$ cat config.mk
export PLATFORM = sky130hd
export DESIGN_NAME = axil_cmd_master
export DESIGN_NICKNAME = d
export VERILOG_FILES = /design/src/rtl/axil_cmd_master.sv
export SDC_FILE = /design/constraint.sdc
export NUM_CORES = 1
export LEC_CHECK = 0
export CELL_PAD_IN_SITES_DETAIL_PLACEMENT = 0
export CELL_PAD_IN_SITES_GLOBAL_PLACEMENT = 1
export CORE_ASPECT_RATIO = 0.9
export CORE_MARGIN = 5
export CORE_UTILIZATION = 30
export DETAILED_ROUTE_END_ITERATION = 8
export PLACE_DENSITY = 0.8
export SLEW_MARGIN = 20
export SYNTH_ARGS = -nofsm -noshare
export SYNTH_HDL_FRONTEND = slang
export SYNTH_SLANG_ARGS = --single-unit
$ cat constraint.sdc
create_clock -name clk -period 4.7 [get_ports clk]
set_input_delay 0.94 -clock clk [delete_from_list [all_inputs] [get_ports clk]]
set_output_delay 0.94 -clock clk [all_outputs]
set_load 0.03 [all_outputs]
$ cat src/rtl/axil_cmd_master.sv
// Single-outstanding AXI-Lite initiator that turns a cmd/rsp valid-ready stream into AXI-Lite reads and writes.
// Zero-wait latency is accept at cycle 0 and rsp_valid at cycle 3, one command per 5 cycles; rsp held until rsp_ready, no new cmd while busy.
module axil_cmd_master #(
  parameter int         DATA_WIDTH = 32,
  parameter int         ADDR_WIDTH = 32,
  parameter int         STRB_WIDTH = DATA_WIDTH/8,
  parameter logic [2:0] PROT       = 3'b000
) (
  input  logic                  clk,
  input  logic                  rst,
  input  logic                  cmd_valid,
  output logic                  cmd_ready,
  input  logic                  cmd_write,
  input  logic [ADDR_WIDTH-1:0] cmd_addr,
  input  logic [DATA_WIDTH-1:0] cmd_wdata,
  input  logic [STRB_WIDTH-1:0] cmd_wstrb,
  output logic                  rsp_valid,
  input  logic                  rsp_ready,
  output logic                  rsp_write,
  output logic [DATA_WIDTH-1:0] rsp_rdata,
  output logic [1:0]            rsp_resp,
  output logic [15:0]           err_count,
  output logic                  busy,
  output logic [ADDR_WIDTH-1:0] m_axil_awaddr,
  output logic [2:0]            m_axil_awprot,
  output logic                  m_axil_awvalid,
  input  logic                  m_axil_awready,
  output logic [DATA_WIDTH-1:0] m_axil_wdata,
  output logic [STRB_WIDTH-1:0] m_axil_wstrb,
  output logic                  m_axil_wvalid,
  input  logic                  m_axil_wready,
  input  logic [1:0]            m_axil_bresp,
  input  logic                  m_axil_bvalid,
  output logic                  m_axil_bready,
  output logic [ADDR_WIDTH-1:0] m_axil_araddr,
  output logic [2:0]            m_axil_arprot,
  output logic                  m_axil_arvalid,
  input  logic                  m_axil_arready,
  input  logic [DATA_WIDTH-1:0] m_axil_rdata,
  input  logic [1:0]            m_axil_rresp,
  input  logic                  m_axil_rvalid,
  output logic                  m_axil_rready
);

  localparam int ALIGN = $clog2(STRB_WIDTH);
  localparam logic [ADDR_WIDTH-1:0] ADDR_MASK =
    ~((ADDR_WIDTH'(1) << ALIGN) - ADDR_WIDTH'(1));

  typedef enum logic [2:0] {IDLE, WR_REQ, WR_RESP, RD_REQ, RD_RESP, RSP} state_t;

  state_t                state_q, state_n;
  logic                  cmd_ready_q, cmd_ready_n;
  logic                  aw_done_q, aw_done_n;
  logic                  w_done_q, w_done_n;
  logic                  write_q, write_n;
  logic [ADDR_WIDTH-1:0] addr_q, addr_n;
  logic [DATA_WIDTH-1:0] wdata_q, wdata_n;
  logic [STRB_WIDTH-1:0] wstrb_q, wstrb_n;
  logic [DATA_WIDTH-1:0] rdata_q, rdata_n;
  logic [1:0]            resp_q, resp_n;
  logic [15:0]           err_q, err_n;
  logic                  capture;

  always_ff @(posedge clk or posedge rst) begin
    if (rst) begin
      state_q     <= IDLE;
      cmd_ready_q <= 1'b1;
      aw_done_q   <= 1'b0;
      w_done_q    <= 1'b0;
      write_q     <= 1'b0;
      addr_q      <= '0;
      wdata_q     <= '0;
      wstrb_q     <= '0;
      rdata_q     <= '0;
      resp_q      <= 2'b00;
      err_q       <= 16'h0000;
    end else begin
      state_q     <= state_n;
      cmd_ready_q <= cmd_ready_n;
      aw_done_q   <= aw_done_n;
      w_done_q    <= w_done_n;
      write_q     <= write_n;
      addr_q      <= addr_n;
      wdata_q     <= wdata_n;
      wstrb_q     <= wstrb_n;
      rdata_q     <= rdata_n;
      resp_q      <= resp_n;
      err_q       <= err_n;
    end
  end

  always_comb begin
    state_n   = state_q;
    aw_done_n = aw_done_q;
    w_done_n  = w_done_q;
    write_n   = write_q;
    addr_n    = addr_q;
    wdata_n   = wdata_q;
    wstrb_n   = wstrb_q;
    rdata_n   = rdata_q;
    resp_n    = resp_q;
    err_n     = err_q;
    capture   = 1'b0;
    case (state_q)
      IDLE: begin
        if (cmd_valid && cmd_ready_q) begin
          addr_n    = cmd_addr & ADDR_MASK;
          wdata_n   = cmd_wdata;
          wstrb_n   = cmd_wstrb;
          write_n   = cmd_write;
          aw_done_n = 1'b0;
          w_done_n  = 1'b0;
          state_n   = cmd_write ? WR_REQ : RD_REQ;
        end
      end
      WR_REQ: begin
        // AW and W retire independently; either order or the same cycle.
        aw_done_n = aw_done_q | (m_axil_awvalid & m_axil_awready);
        w_done_n  = w_done_q | (m_axil_wvalid & m_axil_wready);
        if (aw_done_n && w_done_n) state_n = WR_RESP;
      end
      WR_RESP: begin
        if (m_axil_bvalid) begin
          resp_n  = m_axil_bresp;
          rdata_n = '0;
          write_n = 1'b1;
          capture = 1'b1;
          state_n = RSP;
        end
      end
      RD_REQ: begin
        if (m_axil_arready) state_n = RD_RESP;
      end
      RD_RESP: begin
        if (m_axil_rvalid) begin
          resp_n  = m_axil_rresp;
          rdata_n = m_axil_rdata;
          write_n = 1'b0;
          capture = 1'b1;
          state_n = RSP;
        end
      end
      RSP: begin
        if (rsp_ready) state_n = IDLE;
      end
      default: state_n = IDLE;
    endcase
    // Registered ready lags the IDLE state by a cycle, giving the 5-cycle command period.
    cmd_ready_n = (state_q == IDLE) && !(cmd_valid && cmd_ready_q);
    if (capture && resp_n != 2'b00 && err_q != 16'hFFFF) err_n = err_q + 16'd1;
  end

  assign cmd_ready      = cmd_ready_q;
  assign busy           = (state_q != IDLE);
  assign rsp_valid      = (state_q == RSP);
  assign rsp_write      = write_q;
  assign rsp_rdata      = rdata_q;
  assign rsp_resp       = resp_q;
  assign err_count      = err_q;
  assign m_axil_awaddr  = addr_q;
  assign m_axil_awprot  = PROT;
  assign m_axil_awvalid = (state_q == WR_REQ) && !aw_done_q;
  assign m_axil_wdata   = wdata_q;
  assign m_axil_wstrb   = wstrb_q;
  assign m_axil_wvalid  = (state_q == WR_REQ) && !w_done_q;
  assign m_axil_bready  = (state_q == WR_RESP);
  assign m_axil_araddr  = addr_q;
  assign m_axil_arprot  = PROT;
  assign m_axil_arvalid = (state_q == RD_REQ);
  assign m_axil_rready  = (state_q == RD_RESP);

endmodule

== Word level (Yosys, flattened, before mapping) ==
Cells that the tools add are included.
Word-level totals
  register bits after elaboration: 123
  bits of input ports: 114
  output and inout bits: 165
  word-level logic and storage cells: 73
Cells by class
  add/sub/neg operators: 1
  equal/unequal tests: 12
  mux-type cells: 24
  bitwise gates (word level): 4
  reductions and logical operators: 21
Operator list (number)
  $mux W32: 2
  $pmux W32 S2: 1
  $mux W3: 6
  $pmux W3 S6: 1
  $add A16 B1 Y16 const B: 1
  $ne A16 B16 Y1 const B: 1
  $ne A2 B2 Y1 const B: 4
  $logic_and A1 B1 Y1: 7
  $eq A3 B2 Y1 const B: 2
  $eq A3 B3 Y1 const B: 2
  $mux W1: 6
  $mux W2: 3
  $pmux W1 S2: 3
  $reduce_and A6 Y1: 1
  $reduce_bool A2 Y1: 3
  $reduce_bool A3 Y1: 2
  $ne A2 B1 Y1 const B: 2
  $pmux W2 S2: 1
  $reduce_and A2 Y1: 2
  $reduce_and A4 Y1: 1
  $eq A3 B1 Y1 const B: 1
  $logic_not A1 Y1: 3
  $logic_not A3 Y1: 1
  $pmux W1 S3: 1
  other kinds (3): 5

== Longest topological paths before layout ==
  word-level depth: 7
  gate-level depth with buffers: 9
  depth with buffers taken out: 6

== Worst setup path after synthesis ==
No wires, ideal clock.
  kind: input to register
  from: input m_axil_bvalid
  to: register err_q[1] (netlist: err_count[1])
  setup time: 0.128 ns
  arrival time: 2.273 ns
  data required time: 4.572 ns
  slack: 2.300 ns
  cell stages on the path: 7
  path buffers: 1
  cells stage by stage: clkbuf_1 -> mux2i_1 -> nor3_1 -> a221o_2 -> o21ai_4 -> nor2_2 -> mux2_1
Between the ends
  cells in the longest elaborated chain, start to end: 5
  elaborated cells between the ends (all ways): 7
  classes of those cells: mux (4); reduce/logical (3)
Ends and longest elaborated chain
  from (decl): RTL line 33  | input logic m_axil_bvalid,
  $mux W2: RTL line 123  | if (m_axil_bvalid) begin
  $pmux W2 S2: RTL line 104  | case (state_q)
  via resp_n[1]: RTL line 60  | logic [1:0] resp_q, resp_n;
  $reduce_bool A2 Y1: RTL line 150  | if (capture && resp_n != 2'b00 && err_q != 16'hFFFF) err_n = err_q + 16'd1;
  $logic_and A1 B1 Y1 (2 in a row): RTL line 150
  to (signal assigned): RTL line 88  | err_q <= err_n;
  to (decl): RTL line 61  | logic [15:0] err_q, err_n;
The timed path passes the listed nets, and every way through them passes these cells.
A chain may end at the register's enable or synchronous reset.

== Final worst setup path ==
  from: register state_q[0]
  to: output m_axil_rready
Between the ends
  cells in the longest elaborated chain, start to end: 1
Ends and longest elaborated chain
  from (decl): RTL line 51  | state_t state_q, state_n;
  from (signal assigned): RTL line 78  | state_q <= state_n;
  $eq A3 B3 Y1: RTL line 170  | assign m_axil_rready = (state_q == RD_RESP);
  to (decl): RTL line 42  | output logic m_axil_rready
Every way passes these cells.

==> run_results.csv <==
group,metric,value,unit
logic_synthesis,synth-xor-area-share,0.0244,
critical_path,path_class,"reg -> out",
clock_network,cts-root-buf,"clkbuf_16",
status,status,"complete, no violations",
logic_synthesis,yosysWarnings,0,
logic_synthesis,synth_flop_cell,"dfrtp_1",
detailed_routing,firstDrtPassIters,4,
sta,relSlewSlack,0.448,
clock_network,cts_resized,0,
clock_network,clk_latency,0.41,ns
floorplanning,boundaryPins,279,
clock_network,cts_buffer_depth,2,
clock_network,cts_hold_buf,0,
logic_synthesis,synth-async-reset-ratio,1.00,
logic_synthesis,yosysTopAreaCellShare,0.568,
floorplanning,die_h,137,µm
detailed_routing,drtIter0Drc,124,
critical_path,critPathTopFamily,"buffers and inverters",
layout,area_growth,60.7,%
min_path,hold_path_class,"reg -> reg",
logic_synthesis,synth_compound_area_frac,0.0307,
logic_synthesis,yosysUniqueCellTypes,47,
logic_synthesis,post-synth-top-count-cell,"dfrtp_1",
critical_path,slowest_delay,0.75,ns
power_and_ir_drop,internal-power,3.72,mW
critical_path,start_kind,"register",
logic_synthesis,synth_top_family_by_area,"multiplexers",
critical_path,slowest_stage,"clkdlybuf4s50_1",
detailed_routing,routed_wl,15700,µm
logic_synthesis,ys_ff_latch,123,
grt,grt.overflow.total,0,
min_path,hold_depth,2,
power_and_ir_drop,power.density,740,nW/µm²
layout,nNetsFinal,811,
layout,seqCellArea,3080,µm²
logic_synthesis,syn_avg_cell_area,11.7,µm²
floorplanning,fp.dieArea,20700,µm²
place,dp.final_hpwl,12000,µm
layout,diodes,0,
critical_path,ff2ff_path_depth,4,
critical_path,path_buf_inv,1,
layout,multiInputGateArea,1910,µm²
grt,grt_antenna_before_repair,0,
clock_network,cts_buffers,17,
logic_synthesis,synth.area.mux_share,0.146,
logic_synthesis,yosysTopAreaCell,"dfrtp_1",
sta,finalHoldViolCount,0,
critical_path,required,3.76,ns
place,routabilityCongestion,0.770,
sta,slew_violations,0,
critical_path,crit_arrival,2.34,ns
sta,fin_crit,3.28,ns
sta,tightest_slew,0.829,ns
power_and_ir_drop,sw_frac_of_total,0.418,
grt,grt_max_degree,65,
layout,utilization,0.491,
clock_network,postCtsSetupRepairBufs,0,
power_and_ir_drop,p_leak,3.77,nW
place,io_buffers,266,
sta,finalCritPeriodShare,0.698,
detailed_routing,ant_nets,0,
layout,fillCellCount,1598,
sta,worst_hold_slack,0.465,ns
clock_network,clock-sinks,123,
sta,grt_setup_unrepaired,"no",
power_and_ir_drop,irDropWorstVdd,0.289,mV
floorplanning,core,17600,µm²
sta,fin_skew,0.00443,ns
detailed_routing,vias,4273,
sta,fin_setup_tns,0,ns
power_and_ir_drop,clkPwrFrac,0.212,
logic_synthesis,syn_area,5380,µm²
floorplanning,rows,46,
logic_synthesis,synth-edff-count,0,
clock_network,clkTransAtPathRegs,0.06,ns
grt,grt_first_pass_wirelength,24000,µm
logic_synthesis,synth-simple-area-share,0.143,
critical_path,cp.depth,3,
critical_path,path_cells,"nor2_2 -> and2_1 -> clkdlybuf4s50_1",
power_and_ir_drop,p_sw,2.67,mW
logic_synthesis,netlist_top_cells_count,"dfrtp_1, nand2_1, mux2_2",
logic_synthesis,synthTopCellsByArea,"dfrtp_1, mux2_2, buf_4",
run,cap_violations,0,
grt,first_global_vias,4439,
grt,grt_use_total,0.149,
logic_synthesis,yosysSeqAreaShare,0.573,
sta,max_freq,305,MHz
critical_path,end_kind,"primary output",
layout,drive_gt1_frac,0.166,
clock_network,cts_tree,"yes",
logic_synthesis,syn_inst,460,
clock_network,cts_htree_levels,4,
detailed_routing,wl_per_cell,16.6,µm
detailed_routing,drc,0,
power_and_ir_drop,p_comb_frac,0.505,
sta,setup_violations,0,
logic_synthesis,synthAdderAreaFrac,0.00233,
power_and_ir_drop,p_seq_frac,0.282,
detailed_routing,routed_via_density,4.50,
floorplanning,initial_core_util,0.305,
critical_path,path_max_fanout,18,
floorplanning,die_x,151,µm
==> layer usage <==
layer  routed length (µm)  vias to the layer above  part of all wire  global-route usage
li1                     -                     2007                 -                   -
met1                 6070                     2053              0.39               0.169
met2                 7620                      189              0.48               0.246
met3                 1710                       24              0.11              0.0672
met4                  342                        0             0.022              0.0554
met5                    0                        -                 0                   0
==> cell families after synthesis <==
group | after synthesis
AO/OA/AOI/OAI | 23
XOR/XNOR | 15
adder cells (fa/ha/maj) | 1
buffers and inverters | 67
flip-flops | 123
multiplexers | 70
other | 1
AND/OR/NAND/NOR | 160
==> power by group through the flow <==
stage               logic, mW  clock network (mW)  registers (mW)
detailed placement       3.27                   0            1.83
floorplan                1.22                   0            2.58
CTS                      3.28                1.40            1.81
global placement         3.23                   0            1.79
finish                   3.23                1.36            1.81
global route             3.40                1.44            1.87
==> final cells by class <==
cell class                      instances  area share
Clock buffer                           17      0.0492
Clock inverter                         15      0.0220
Inverter                                3     0.00159
Multi-Input combinational cell        279       0.221
Sequential cell                       123       0.356
Tap cell                              240      0.0347
Timing Repair Buffer                  272       0.315
==> per-stage QoR <==
stage | total power, mW | worst slack (ns) | std cells | instance area, µm²
2_1_floorplan | 3.80 | 0.491 | 469 | 5410
3_3_place_gp | 5.03 | 1.54 | 917 | 8030
3_5_place_dp | 5.10 | 1.51 | 917 | 8030
4_1_cts | 6.50 | 1.35 | 949 | 8640
5_1_grt | 6.71 | 1.29 | 949 | 8640
6_report | 6.39 | 1.42 | 949 | 8640
==> layout by cell type, fill, tap and decap left out, types with 3 or more instances in the layout <==
cell type | Yosys | routed
clkdlybuf4s50_1 | 0 | 266
dfrtp_1 | 122 | 122
nand2_1 | 73 | 73
mux2_2 | 66 | 66
nand3_1 | 37 | 37
nor2_1 | 18 | 17
clkbuf_16 | 0 | 17
xor2_1 | 13 | 13
conb_1 | 1 | 10
nor3_1 | 6 | 6
nor4_1 | 5 | 5
inv_6 | 0 | 5
clkinv_4 | 0 | 5
buf_4 | 44 | 5
o21ai_0 | 4 | 4
o22ai_1 | 3 | 3
nand2b_1 | 3 | 3
a21oi_1 | 3 | 3
bufinv_16 | 0 | 3
==> tightest hold or removal path: cells and delay by family (launching register included) <==
kind / cells / cell delay, ns
DFF: 1 / 0.34
and+or+nand+nor: 2 / 0.09
==> worst paths after layout <==
kind | startpoint | end | slack (ns)
max in group asynchronous | rst | rsp_rdata[26]$_DFFE_PP0P_ | 2.82
min reg2reg | rsp_rdata[18]$_DFFE_PP0P_ | rsp_rdata[18]$_DFFE_PP0P_ | 0.46
min in group asynchronous | rst | m_axil_wdata[3]$_DFFE_PP0P_ | 1.04
min | rsp_rdata[18]$_DFFE_PP0P_ | rsp_rdata[18]$_DFFE_PP0P_ | 0.46
max reg2reg | state_q[0]$_DFFE_PP0P_ | m_axil_wdata[11]$_DFFE_PP0P_ | 1.85
max | state_q[0]$_DFFE_PP0P_ | m_axil_rready | 1.42
==> sequential cells by signal (all words and copies together) (netlist names) <==
signal         cells
m_axil_wstrb       4
rsp_rdata         32
err_count         16
w_done_q           1
aw_done_q          1
rsp_write          1
m_axil_wdata      32
cmd_ready          1
m_axil_araddr     30
state_q            3
rsp_resp           2
No activity file was read; power rests on OpenSTA's default activity.
==> variant 1, RTL diff (same settings) <==
The 6 states of `state_t` get a Gray code encoding in 3 bits.
--- a/src/rtl/axil_cmd_master.sv
+++ b/src/rtl/axil_cmd_master.sv
@@ -46,7 +46,7 @@
   localparam logic [ADDR_WIDTH-1:0] ADDR_MASK =
     ~((ADDR_WIDTH'(1) << ALIGN) - ADDR_WIDTH'(1));
 
-  typedef enum logic [2:0] {IDLE, WR_REQ, WR_RESP, RD_REQ, RD_RESP, RSP} state_t;
+  typedef enum logic [2:0] {IDLE = 3'b000, WR_REQ = 3'b001, WR_RESP = 3'b011, RD_REQ = 3'b010, RD_RESP = 3'b110, RSP = 3'b111} state_t;
 
   state_t                state_q, state_n;
   logic                  cmd_ready_q, cmd_ready_n;
Formal check against the unedited RTL: same outputs for any inputs over 4 cycles, from zero or initial values and one cycle with rst high; so few cycles prove little.
==> variant 1 against the original RTL <==
  * Clock skew rose by 0.0023 ns
  * Critical path type unchanged
  * Maximum frequency rose by 5.8%
  * Final area fell by 0.62%
  * Setup slack improved by 0.18 ns
  * Critical endpoint is now m_axil_bready
  * Sequential cell count did not move
  * Routed wire length fell by 2.9%
  * Power rose by 1.0%
  * First-iteration DRC count rose by 84%
  * Area after synthesis rose by 0.65%
==> variant 1: results (changes against the original RTL) <==
power_combinational_uw: 3410  # +6%
buffers: 271  # -0.37%
drt-initial-drc-count: 228  # +84%
reg2reg_from: "state_q[2]$_DFFE_PP0P_"
final-clk-cell-share: 0.0632  # -0.00800
wl_per_cell_um: 16.1  # -2.9%
avgSynthCellArea_um2: 11.7  # +0.43%
power.leakage_uw: 0.00374  # -0.77%
power_uw: 6460  # +1.0%
timing.hold.ws_ns: 0.465  # +0.000305 ns
buf_share: 0.316  # +0.00110
dp_hpwl_mm: 11.6  # -3.2%
multi_input_area_share: 0.225  # +0.00401
grt_use_total: 0.142  # -0.00632
synth_cell_types: 46  # -2.1%
p_int_uw: 3660  # -1.6%
fmax_mhz: 323  # +5.8%
pre_cts_slack_ns: 1.55  # +0.0348 ns
yosys-top-cells-count: "dfrtp_1 (122), nand2_1 (76), mux2_2 (69)"
crit_end: "m_axil_bready"
yosysSeqAreaShare: 0.569  # -0.00371
area_delta_synth_final_pct: 58.7
status: "completed"
drive_gt1_frac: 0.168  # +0.00141
ff2ff_path_depth: 7  # +3
vdd_ir_drop_max_v: 0.000424  # +47%
power_frac_clock: 0.183  # -0.029
vias: 4272  # -0.023%
grt_max_degree: 70  # +7.7%
worstPathArrival_ns: 2.16  # -0.18 ns
r2r-end: "err_count[5]$_DFFE_PP0P_"
nFillCells: 1592  # -0.38%
grt_pass1_vias: 4373  # -1.5%
place_congestion: 0.783  # +1.7%
max_slew.worst_pin.slew_ns: 0.878  # +0.0492 ns
fin_skew_ns: 0.00672  # +0.00229 ns
cp_max_fo: 13  # -5
rrSetupSlack_ns: 2.06  # +0.21 ns
-- variant 1: cell types whose count changed after synthesis, moves of 3 or more --
cell and change:
clkbuf_1 -10, a21oi_1 +4, nor2_1 -7, buf_2 +3, mux2_2 +3, nand4_1 +3
nand2_1 +3, buf_1 +5, a31oi_1 -3, nor3_1 +4
-- variant 1: per-layer routing --
metal  part of all wire  routed length, µm  vias up  track usage
met4              0.016                246        0       0.0494
met3              0.090               1380       19       0.0457
met2               0.52               7920      184        0.253
met5                  0                  0        -            0
met1               0.38               5730     2070        0.161
li1                   -                  -     1999            -
-- variant 1: kinds of logic after synthesis --
group / after synthesis / share of synthesized area
mux: 69 / 0.144
fa+ha+maj: 1 / 0.00231
xor+xnor: 15 / 0.0257
simple gates: 162 / 0.145
flops: 123 / 0.569
compound gates: 22 / 0.0307
buf+inv: 68 / 0.0828
other cells: 1 / 0.000693
-- variant 1: critical path, cell delays in order, from the launching register on --
cell,delay [ns]
dfrtp_1,0.56
inv_1,0.18
nor3_1,0.29
clkdlybuf4s50_1,0.73
==> variant 2, RTL diff (same flow settings) <==
Made on the original files. The parameter `ADDR_WIDTH` goes from 32 to 48.
--- a/src/rtl/axil_cmd_master.sv
+++ b/src/rtl/axil_cmd_master.sv
@@ -2,7 +2,7 @@
 // Zero-wait latency is accept at cycle 0 and rsp_valid at cycle 3, one command per 5 cycles; rsp held until rsp_ready, no new cmd while busy.
 module axil_cmd_master #(
   parameter int         DATA_WIDTH = 32,
-  parameter int         ADDR_WIDTH = 32,
+  parameter int         ADDR_WIDTH = 48,
   parameter int         STRB_WIDTH = DATA_WIDTH/8,
   parameter logic [2:0] PROT       = 3'b000
 ) (
Ports: changed (resized cmd_addr, m_axil_araddr and m_axil_awaddr); port bits go from 279 to 327. The function was not compared with the original's and may differ.
==> variant 2 against the original RTL <==
  * Clock skew grew 0.0049 ns
  * Routed wire length grew 18%
  * Via count grew 12%
  * Area after synthesis grew 18%
  * Largest power group unchanged
  * Count of clock-buffer cells in the layout grew 1
  * Setup slack lost 0.025 ns
  * Final area grew 14%
  * Critical path type unchanged
  * Sequential cell count grew 16
  * Power grew 14%
==> variant 2: results (changes against the original RTL) <==
synth-main-ff-cell: "dfrtp_1"
grt_pass1_wl_mm: 28.5  # +19%
antenna_found_initial: 2  # +2
async_reset_ff_frac: 1.00  # unchanged
cts_made_buffers: 17  # unchanged
nFillCells: 1939  # +21%
holdPathStages: 2  # unchanged
status: "completed"
drt-total-wl_mm: 18.6  # +18%
fin_skew_ns: 0.00928  # +0.00485 ns
p_int_uw: 4080  # +9.7%
power.leakage_uw: 0.00430  # +14%
nets: 914  # +13%
vias: 4775  # +12%
clk_pin_slew_ns: 0.07
clk_latency_ns: 0.42
hold_class: "flop to flop"
ff2ff_path_depth: 9  # +5
drive_gt1_frac: 0.108  # -0.0584
cts-resized-gates: 0  # unchanged
drv_cap: 0  # unchanged
clock_path_buffers: 2  # unchanged
htree_levels: 4  # unchanged
synth_warnings: 0  # unchanged
largest_reg_flops: 46
synth_edf_count: 0  # unchanged
cp_max_fo: 12  # -6
drt_pass1_iterations: 4  # unchanged
grt_max_degree: 95  # +46%
yosysSeqAreaShare: 0.549  # -0.0236
portBuffers: 314  # +18%
diodes: 0  # unchanged
place_congestion: 0.735  # -4.5%
yosys-top-cells-count: "dfrtp_1 (138), nand2_1 (70), mux2_1 (60)"
slew_headroom: 0.408  # -0.0395
avgSynthCellArea_um2: 12.2  # +4.7%
synth_cell_types: 50  # +6.4%
grt_use_total: 0.152  # +0.00351
cts_setup_buffers: 0  # unchanged
worstPathArrival_ns: 2.36  # +0.02 ns
dp_hpwl_mm: 13.8  # +15%
vdd_ir_drop_max_v: 0.000319  # +11%
fin_cells: 1082  # +14%
drt-initial-drc-count: 218  # +76%
grt_pass1_vias: 4878  # +9.9%
root_buffer: "clkbuf_16"
synth_area_leaders: "dfrtp_1 (54%), mux2_1 (11%), buf_4 (7.0%)"
variant 2: kinds of logic (layout without fill, tap and decap cells):
logic type / Yosys count / after routing / synth area share
AND/OR/NAND/NOR: 167 / 167 / 0.143
buffers and inverters: 86 / 355 / 0.103
adder cells (fa/ha/maj): 1 / 1 / 0.00197
multiplexers: 84 / 84 / 0.149
flip-flops: 139 / 139 / 0.549
other: 1 / 10 / 0.000592
XOR/XNOR: 14 / 14 / 0.0193
AO/OA/AOI/OAI: 26 / 26 / 0.0345
variant 2: power by group through the flow:
stage	registers (µW)	logic [µW]	clock network, µW
after floorplan	2960	1560	0
after global placement	2060	3890	0
after detailed placement	2080	3920	0
after CTS	2060	3930	1390
after global routing	2140	4060	1440
final	2050	3870	1350
variant 2: layer usage:
layer  up-vias  track usage  share of wire
li1       2244            -              -
met1      2333        0.178           0.40
met2       174        0.266           0.51
met3        20       0.0493          0.074
met4         4       0.0461          0.014
met5         -            0         0.0010
variant 2: per-stage QoR:
step	total power [µW]	util	instance area, µm²	setup WS (ns)	hold slack [ns]
floorplan	4520	-	6370	0.0371	0.485
global placement	5950	0.448	9300	1.50	0.449
detailed placement	6000	0.448	9300	1.50	0.454
CTS	7380	0.476	9890	1.34	0.469
global route	7640	0.476	9890	1.26	0.485
finish	7270	0.476	9890	1.40	0.464
variant 2: worst paths after layout:
check / from / to / slack, ns
min reg2reg: rsp_rdata[28]$_DFFE_PP0P_ / rsp_rdata[28]$_DFFE_PP0P_ / 0.46
min in group asynchronous: rst / m_axil_araddr[26]$_DFFE_PP0P_ / 1.07
max: state_q[0]$_DFFE_PP0P_ / m_axil_wvalid / 1.40
max reg2reg: state_q[1]$_DFFE_PP0P_ / err_count[14]$_DFFE_PP0P_ / 2.07
max in group asynchronous: rst / cmd_ready$_DFF_PP1_ / 2.75
min: rsp_rdata[28]$_DFFE_PP0P_ / rsp_rdata[28]$_DFFE_PP0P_ / 0.46
variant 2: area by class of cell:
class,count,area (µm²),area share
repair buffers,319,3210,0.324
multi-input cells,302,2240,0.227
flip-flops and latches,139,3480,0.352
clock inverters,14,150,0.0152
well taps,286,358,0.0362
inverters,4,20.0,0.00202
clock buffers,18,439,0.0444
variant 2: critical path, cell delays in order, from the launching register on:
cell and delay [ns]:
dfrtp_1 0.56, inv_1 0.18, or3_1 0.40, nor2_1 0.10
clkdlybuf4s50_1 0.70
